$ cat src/rtl/bytecode_fetch_pkg.sv
// rtl/bytecode_fetch_pkg.sv - shared FSM encodings for the bytecode fetch unit
package bytecode_fetch_pkg;

  localparam int FS_W = 2;

  typedef enum logic [FS_W-1:0] {
    FS_IDLE  = 2'd0,
    FS_FETCH = 2'd1,
    FS_DRAIN = 2'd2
  } fs_e;

endpackage

$ cat src/rtl/bytecode_fetch_byte_fifo.sv
// rtl/bytecode_fetch_byte_fifo.sv - byte-wide prefetch FIFO with flush
module byte_fifo #(
  parameter  int DEPTH = 4,
  localparam int AW    = $clog2(DEPTH),
  localparam int CW    = $clog2(DEPTH + 1)
) (
  input  logic          clk,
  input  logic          reset,
  input  logic          push,
  input  logic [7:0]    push_data,
  input  logic          pop,
  input  logic          flush,
  output logic [7:0]    head,
  output logic [CW-1:0] count
);

  logic [7:0]    r_mem [DEPTH];
  logic [AW-1:0] r_wr;
  logic [AW-1:0] r_rd;
  logic [CW-1:0] r_count;
  logic          w_push;
  logic          w_pop;

  // Full/empty guards make overflow and underflow requests harmless no-ops.
  assign w_push = push & (r_count != CW'(DEPTH));
  assign w_pop  = pop & (r_count != '0);

  // Storage array; contents are don't-care until written, so no reset.
  always_ff @(posedge clk) begin
    if (w_push && !flush) begin
      r_mem[r_wr] <= push_data;
    end
  end

  // Pointers wrap naturally at DEPTH (power of two); flush empties in one cycle.
  always_ff @(posedge clk or negedge reset) begin
    if (!reset) begin
      r_wr    <= '0;
      r_rd    <= '0;
      r_count <= '0;
    end else if (flush) begin
      r_wr    <= '0;
      r_rd    <= '0;
      r_count <= '0;
    end else begin
      if (w_push) r_wr <= r_wr + AW'(1);
      if (w_pop)  r_rd <= r_rd + AW'(1);
      case ({w_push, w_pop})
        2'b10:   r_count <= r_count + CW'(1);
        2'b01:   r_count <= r_count - CW'(1);
        default: r_count <= r_count;
      endcase
    end
  end

  assign head  = r_mem[r_rd];
  assign count = r_count;

endmodule

$ cat src/rtl/bytecode_fetch.sv
// rtl/bytecode_fetch.sv - bytecode program counter, memory fetch FSM and prefetch buffer
module bytecode_fetch
  import bytecode_fetch_pkg::*;
#(
  parameter int ADDR_W = 16,
  parameter int DEPTH  = 4
) (
  input  logic              clk,
  input  logic              reset,
  output logic              mem_req,
  output logic [ADDR_W-1:0] mem_adr,
  input  logic              mem_ack,
  input  logic [7:0]        mem_data,
  input  logic              jump,
  input  logic [ADDR_W-1:0] jump_adr,
  input  logic              advance,
  output logic [7:0]        iram_data,
  output logic              waiting,
  output logic [ADDR_W-1:0] pc
);

  localparam int CW = $clog2(DEPTH + 1);

  fs_e               r_state;
  fs_e               w_state_nxt;
  logic              r_req;
  logic              w_req_nxt;
  logic [ADDR_W-1:0] r_adr;
  logic [ADDR_W-1:0] w_adr_nxt;
  logic [ADDR_W-1:0] r_fetch_adr;
  logic [ADDR_W-1:0] w_fetch_nxt;
  logic [ADDR_W-1:0] w_fetch_inc;
  logic [ADDR_W-1:0] r_pc;
  logic              w_ack;
  logic              w_push;
  logic              w_pop;
  logic              w_room;
  logic [7:0]        w_head;
  logic [CW-1:0]     w_count;

  // r_req doubles as the outstanding flag; stray acks are masked here.
  assign w_ack       = mem_ack & r_req;
  assign w_fetch_inc = r_fetch_adr + ADDR_W'(1);
  // Room for one more request counting the byte being acked now (registered count only).
  assign w_room      = (int'(w_count) + int'(w_ack)) < DEPTH;
  assign w_pop       = advance & ~waiting & ~jump;

  // Next-state, request and fetch-address decode.
  always_comb begin
    w_state_nxt = r_state;
    w_req_nxt   = r_req;
    w_adr_nxt   = r_adr;
    w_fetch_nxt = r_fetch_adr;
    w_push      = 1'b0;
    case (r_state)
      FS_IDLE: begin
        if (jump) begin
          w_state_nxt = FS_FETCH;
          w_req_nxt   = 1'b1;
          w_adr_nxt   = jump_adr;
          w_fetch_nxt = jump_adr;
        end
      end
      FS_FETCH: begin
        if (jump) begin
          w_fetch_nxt = jump_adr;
          if (r_req && !mem_ack) begin
            w_state_nxt = FS_DRAIN;
          end else begin
            w_req_nxt = 1'b1;
            w_adr_nxt = jump_adr;
          end
        end else begin
          if (w_ack) begin
            w_push      = 1'b1;
            w_fetch_nxt = w_fetch_inc;
            w_req_nxt   = 1'b0;
          end
          if ((!r_req || w_ack) && w_room) begin
            w_req_nxt = 1'b1;
            w_adr_nxt = w_ack ? w_fetch_inc : r_fetch_adr;
          end
        end
      end
      FS_DRAIN: begin
        // Stale byte is discarded; the redirect target is requested right away.
        if (jump) w_fetch_nxt = jump_adr;
        if (w_ack) begin
          w_state_nxt = FS_FETCH;
          w_req_nxt   = 1'b1;
          w_adr_nxt   = jump ? jump_adr : r_fetch_adr;
        end
      end
      default: w_state_nxt = FS_IDLE;
    endcase
  end

  // State, request port and program counter registers.
  always_ff @(posedge clk or negedge reset) begin
    if (!reset) begin
      r_state     <= FS_IDLE;
      r_req       <= 1'b0;
      r_adr       <= '0;
      r_fetch_adr <= '0;
      r_pc        <= '0;
    end else begin
      r_state     <= w_state_nxt;
      r_req       <= w_req_nxt;
      r_adr       <= w_adr_nxt;
      r_fetch_adr <= w_fetch_nxt;
      if (jump) begin
        r_pc <= jump_adr;
      end else if (w_pop) begin
        r_pc <= r_pc + ADDR_W'(1);
      end
    end
  end

  byte_fifo #(.DEPTH(DEPTH)) u_fifo (
    .clk       (clk),
    .reset     (reset),
    .push      (w_push),
    .push_data (mem_data),
    .pop       (w_pop),
    .flush     (jump),
    .head      (w_head),
    .count     (w_count)
  );

  assign mem_req   = r_req;
  assign mem_adr   = r_adr;
  assign pc        = r_pc;
  assign waiting   = (w_count == '0);
  assign iram_data = waiting ? 8'h00 : w_head;

endmodule

$ cat config.mk
export PLATFORM = sky130hd
export DESIGN_NAME = bytecode_fetch
export DESIGN_NICKNAME = d
export VERILOG_FILES = /design/src/rtl/bytecode_fetch_pkg.sv /design/src/rtl/bytecode_fetch_byte_fifo.sv /design/src/rtl/bytecode_fetch.sv
export SDC_FILE = /design/constraint.sdc
export NUM_CORES = 1
export LEC_CHECK = 0
export CORE_AREA = 2 2 105 107
export CTS_CLUSTER_DIAMETER = 100
export CTS_CLUSTER_SIZE = 10
export DETAILED_ROUTE_END_ITERATION = 10
export DIE_AREA = 0 0 107 109
export PLACE_DENSITY = 0.75
export SYNTH_ARGS = -nofsm -noshare
export SYNTH_HDL_FRONTEND = slang
export SYNTH_SLANG_ARGS = --single-unit
$ cat constraint.sdc
create_clock -name clk -period 2.2 [get_ports clk]
set_input_delay 0.22 -clock clk [delete_from_list [all_inputs] [get_ports clk]]
set_output_delay 0.22 -clock clk [all_outputs]
set_load 0.05 [all_outputs]
# Word-level counts from Yosys, hierarchy flattened
# Memories as Yosys holds them, arrays and structs flattened.
# Cells that the tools add are included.
# Widths: inputs -> output; s select.
# word_totals
reg_bits	58
ramBits	32
in_bits	29
out_inout_bits	42
elab_cells	92
mem_count	1
# memory_table
memory	depth	word_bits	read_ports	rd_ports_with_merged_regs	write_ports	line	source
u_fifo.r_mem	4	8	1	0	1	bytecode_fetch_byte_fifo.sv:17	logic [7:0] r_mem [DEPTH];
# op_classes
n_addsub	7
n_lt_le_gt_ge	1
eq_ne	12
n_mux	36
n_bitwise	7
reduce_logical	20
# ops
op	count
$mux 16	10
$pmux 16 s3	1
$add 16x1->16 const B	2
$pmux 16 s2	1
$mux 2	8
$mux 1	11
$reduce_and 5->1	2
$ne 3x3->1 const B	3
$reduce_bool 3->1	3
$mux 8	1
$ne 2x2->1 const B	4
$reduce_bool 2->1	4
$pmux 2 s3	1
$pmux 3 s2	1
$and 1x1->1	5
$add 2x1->2 const B	2
$add 3x1->4	1
$eq 2x1->1 const B	2
$eq 2x2->1 const B	2
$lt 4x3->1 const B	1
$ne 4x4->1 const B	1
$reduce_and 4->1	1
$add 3x1->3 const B	1
$logic_and 1x1->1	3
9 further kinds	12

# Depth between registers and ports, before layout
# depth
ltp_word	8
ltp_mapped	11
depth_no_buf	11

# By module
# From an unflattened synthesis, not the netlist that was laid out.
# unflattened
hier_cells	534
hier_area_um2	5315.1
# modules_own_cells
mod	n_inst	cells_per_inst	area_each_um2	seq_area_each_um2
bytecode_fetch	1	427	3537.1	1276.2
byte_fifo	1	107	1778.0	1136.1

# Worst setup path before layout
# No wires, ideal clock.
# synth_path
path_kind	register -> output
start	register u_fifo.r_count[0], in the netlist u_fifo.count[0]
end	output port iram_data[0]
arrival_time_ns	2.583
required_ns	1.980
setup_slack_ns	-0.603
stages_incl_launch_ff	3
path_buffers	0
cell_sequence	dfrtp_1 > nor3_1 > nor2b_1
# synth_between
elab_chain_cells	2
# synth_rtl
item	line	source
from (decl)	bytecode_fetch_byte_fifo.sv:20	logic [CW-1:0] r_count;
from (signal assigned)	bytecode_fetch_byte_fifo.sv:49	2'b10: r_count <= r_count + CW'(1);
from (signal assigned)	bytecode_fetch_byte_fifo.sv:50	2'b01: r_count <= r_count - CW'(1);
from (signal assigned)	bytecode_fetch_byte_fifo.sv:51	default: r_count <= r_count;
$logic_not 3->1	bytecode_fetch.sv:133	assign waiting = (w_count == '0);
net waiting	bytecode_fetch.sv:18	output logic waiting,
$mux 8	bytecode_fetch.sv:134	assign iram_data = waiting ? 8'h00 : w_head;
to (decl)	bytecode_fetch.sv:17	output logic [7:0] iram_data,
# The timed path passes the listed nets, and every way through them passes these cells.

# Worst setup path after layout
# layout_path
start	register r_state[1]
end	register u_fifo.r_count[2], in the netlist u_fifo.count[2]
# layout_between
elab_chain_cells	6
elab_cells_between_ends	8
cone_classes	eq/ne (3); mux (3); bitwise (1); reduce/logical (1)
# layout_rtl
item	line	source
from (decl)	bytecode_fetch.sv:24	fs_e r_state;
from (signal assigned)	bytecode_fetch.sv:107	r_state <= w_state_nxt;
$eq 2x1->1 (*)	bytecode_fetch.sv:55	case (r_state)
$mux 1 (*)	bytecode_fetch.sv:55	
$and 1x1->1 (*)	bytecode_fetch_byte_fifo.sv:25	assign w_push = push & (r_count != CW'(DEPTH));
$eq 2x1->1 or $eq 2x2->1 (tied branches)	bytecode_fetch_byte_fifo.sv:48	case ({w_push, w_pop})
$pmux 3 s2	bytecode_fetch_byte_fifo.sv:48	
$mux 3	bytecode_fetch_byte_fifo.sv:41	end else if (flush) begin
# Every way passes the cells marked *; elsewhere a longest branch is shown, timed or not.
# A chain may end at the register's enable or synchronous reset.

==> out/results.tsv <==
metric	value	unit
min_path_type	input pin to flip-flop	
drtAntennaViolNets	0	
ios	71	
rsz0062_at_grt	yes	
reg2reg_slack	50	ps
drt-wirelength-per-cell	18.66	um
critPathArrivalTime	2390	ps
synth_edf_count	32	
htree_num_levels	3	
hpwl	10450	um
coreArea	10600	sq um
avgSynthCellArea	9.961	sq um
drive_above_1_share	16.78	%
max-slew-margin-rel	57.40	%
yosys_warnings	0	
holdPathStages	3	
yosys-top-cells-count	dfrtp_1 (58), nor2_1 (49), o21ai_0 (42), nand2_1 (39), edfxtp_1 (32)	
pwr_density_cell	1360	nW/um^2
io_buffer_count	70	
fp.dieW	107	um
synth.area.top_cells	dfrtp_1 (28%), edfxtp_1 (19%), o21ai_0 (4.1%), nor2_1 (3.6%), mux4_2 (3.5%)	
syn_area	5130	sq um
num_rows	38	
syn-instance-count	515	
utilization	60.54	%
dr_wl_met3	659	um
pwr-share-clk	13.1	%
grt-ovfl-total	0	
antenna_found_initial	0	
reg2reg_to	u_fifo.count[2]	
ys_types	64	
min_to	u_fifo.r_rd[0]	
period_minus_slack	2147	ps
synth_nets	555	
dr_total_vias	4495	
postLayoutCellArea	6419	sq um
skew	10.56	ps
min_from	jump	
vdd_drop_max	0.6190	mV
numCtsBuffers	9	
diodes	0	
drv_slew	0	
combPwrFrac	57.7	%
drc_errors	0	
cellInternalPower	0.004648	W
cp_max_fo	4	
synth_top_cell_area_share	28.29	%
cp.required	2440	ps
wl_met1	5928	um
ys_seq_area_share	47.02	%
p_sw_share	46.77	%
dieHeight	109	um
reg2reg_depth	11	
pre_cts_ws	-216.7	ps
ys_ff_latch	90	
viasPerCell	5.962	
place_congestion	0.9123	
fin_ws	52.57	ps
clock.fmax	465.7	MHz
drtIter0Drc	432	
wl_met2	7190	um
grt_max_degree	37	
tightest_slew	635.6	ps
dpl-instance-area	6180	sq um
cts.sinks	90	
grt_pass1_wl	22560	um
clkSlewWorstSetupHoldPaths	100	ps
post-route-period-util	97.61	%
crit_path_start_kind	flip-flop	
num-fill-cells	887	
finalSetupViolations	0	
status	completed	
synth-main-ff-cell	dfrtp_1	
grt_use_total	25.03	%
crit_type	flip-flop to flip-flop	
dr.pass1.iters	5	
crit_path_end_kind	flip-flop	
cts_buffer_depth	2	
synth.most_common_cell	dfrtp_1	
yosysTopAreaCell	dfrtp_1	
final_hold_viol_count	0	
fin_nets	649	
ys_async_sr_fraction	64.44	%
wirelength	14070	um
clock_latency	360	ps
dieArea	11660	sq um
grt_pass1_vias	4397	
cts_tree	done	
syn2layout_area_growth	25.12	%
rr_startpoint	r_state[1]	
cap_violations	0	
seqPwrFrac	29.2	%
highest_layer	met4	
p_leak	2.481	nW
start_util	48.38	%
switching_power	0.004084	W
clock-root-buffer	clkbuf_8	
-- critical path: stages (launching register included) --
cell and delay [ps]:
dfrtp_1 430, inv_2 80, ha_2 180, nand4b_1 150, o21ai_2 210, nor2_1 80
fa_2 350, inv_1 70, nor4_1 40, o21ba_2 240, xor2_1 150, nor2_1 50
-- logic make-up after synthesis --
family | count (synthesis) | share of synthesized area (%)
AOI/OAI and AO/OA | 140 | 18.02
DFF | 90 | 47.02
adders and majority gates | 11 | 2.829
buffers and inverters | 49 | 3.878
muxes | 27 | 7.366
and+or+nand+nor | 173 | 16.61
xor gates and xnor gates | 25 | 4.268
-- layout by cell type (no fill, tap or decap), types with 4 or more instances in the layout --
master,instances
buf_4,51
nand2b_1,5
nor2_1,48
nand3_1,14
nor4_1,5
and2_1,7
mux2_2,6
nor2b_1,15
nor3_1,11
o21ai_0,41
a211oi_1,4
mux4_2,8
xnor2_1,13
a22oi_1,4
a21oi_1,21
ha_1,9
clkbuf_8,9
a21o_1,5
o22a_1,6
dfrtp_1,56
nand2_1,39
a31oi_1,12
inv_1,15
nand4_1,9
o22ai_1,4
a311oi_1,4
clkdlybuf4s50_1,59
mux2i_1,12
or3_1,4
o31ai_1,8
xor2_1,12
edfxtp_1,32
a21boi_0,5
-- power groups by stage --
stage               combinational [W]  sequential, W  clock [W]
CTS                           0.00492        0.00254    0.00116
global route                  0.00540        0.00260    0.00124
detailed placement            0.00490        0.00257          0
finish                        0.00504        0.00255    0.00115
global placement              0.00481        0.00255          0
floorplan                     0.00264        0.00310          0
-- sequential cells by signal, summed over array words and instances, names as in the netlist --
| register | flops |
|---|---|
| r_fetch_adr | 16 |
| u_fifo.r_wr | 2 |
| r_state | 2 |
| u_fifo.count | 3 |
| u_fifo.r_rd | 2 |
| pc | 16 |
| u_fifo.r_mem | 32 |
| mem_req | 1 |
| mem_adr | 16 |
-- what timing repair did --
item,in CTS,in global routing
pin swaps,1,2
endpoints found under the setup margin,9,7
hold buffers,1,0
gates resized for setup,2,9
buffers inserted,0,1
endpoints found under the hold margin,22,0
-- worst max-delay path by stage --
stage,from,endpoint,cells after the start
floorplan,jump,u_fifo.count[2],11
global placement,mem_ack,mem_adr[7],8
detailed placement,mem_ack,u_fifo.count[2],10
CTS,r_state[1],u_fifo.count[2],11
global route,r_state[1],u_fifo.count[2],11
finish,r_state[1],u_fifo.count[2],11
-- cell type report --
| cell class | instances | area, sq um | share of cell area [%] |
|---|---|---|---|
| Clock buffer | 10 | 127.6 | 1.988 |
| Sequential cell | 90 | 2415 | 37.62 |
| Tap cell | 140 | 175.2 | 2.729 |
| Multi-Input combinational cell | 376 | 2546 | 39.67 |
| Inverter | 17 | 63.81 | 0.9942 |
| Timing Repair Buffer | 115 | 1025 | 15.96 |
| Clock inverter | 6 | 66.31 | 1.033 |
-- stage by stage --
step           power [W]  TNS [ps]  cells  hold slack (ps)
2_1_floorplan   0.005741         0    515           -75.59
3_3_place_gp    0.007360    -257.6    736            255.4
3_5_place_dp    0.007472    -752.6    736            261.1
4_1_cts         0.008629         0    753            360.1
5_1_grt         0.009235    -80.15    754            367.2
6_report        0.008732         0    754            377.2
-- routing by layer --
metal  track usage (%)  vias up
li1                  -     2082
met1             32.80     2215
met2             42.90      172
met3             4.005       26
met4             7.885        0
met5                 0        -
Power figures use the tool's default switching activity.
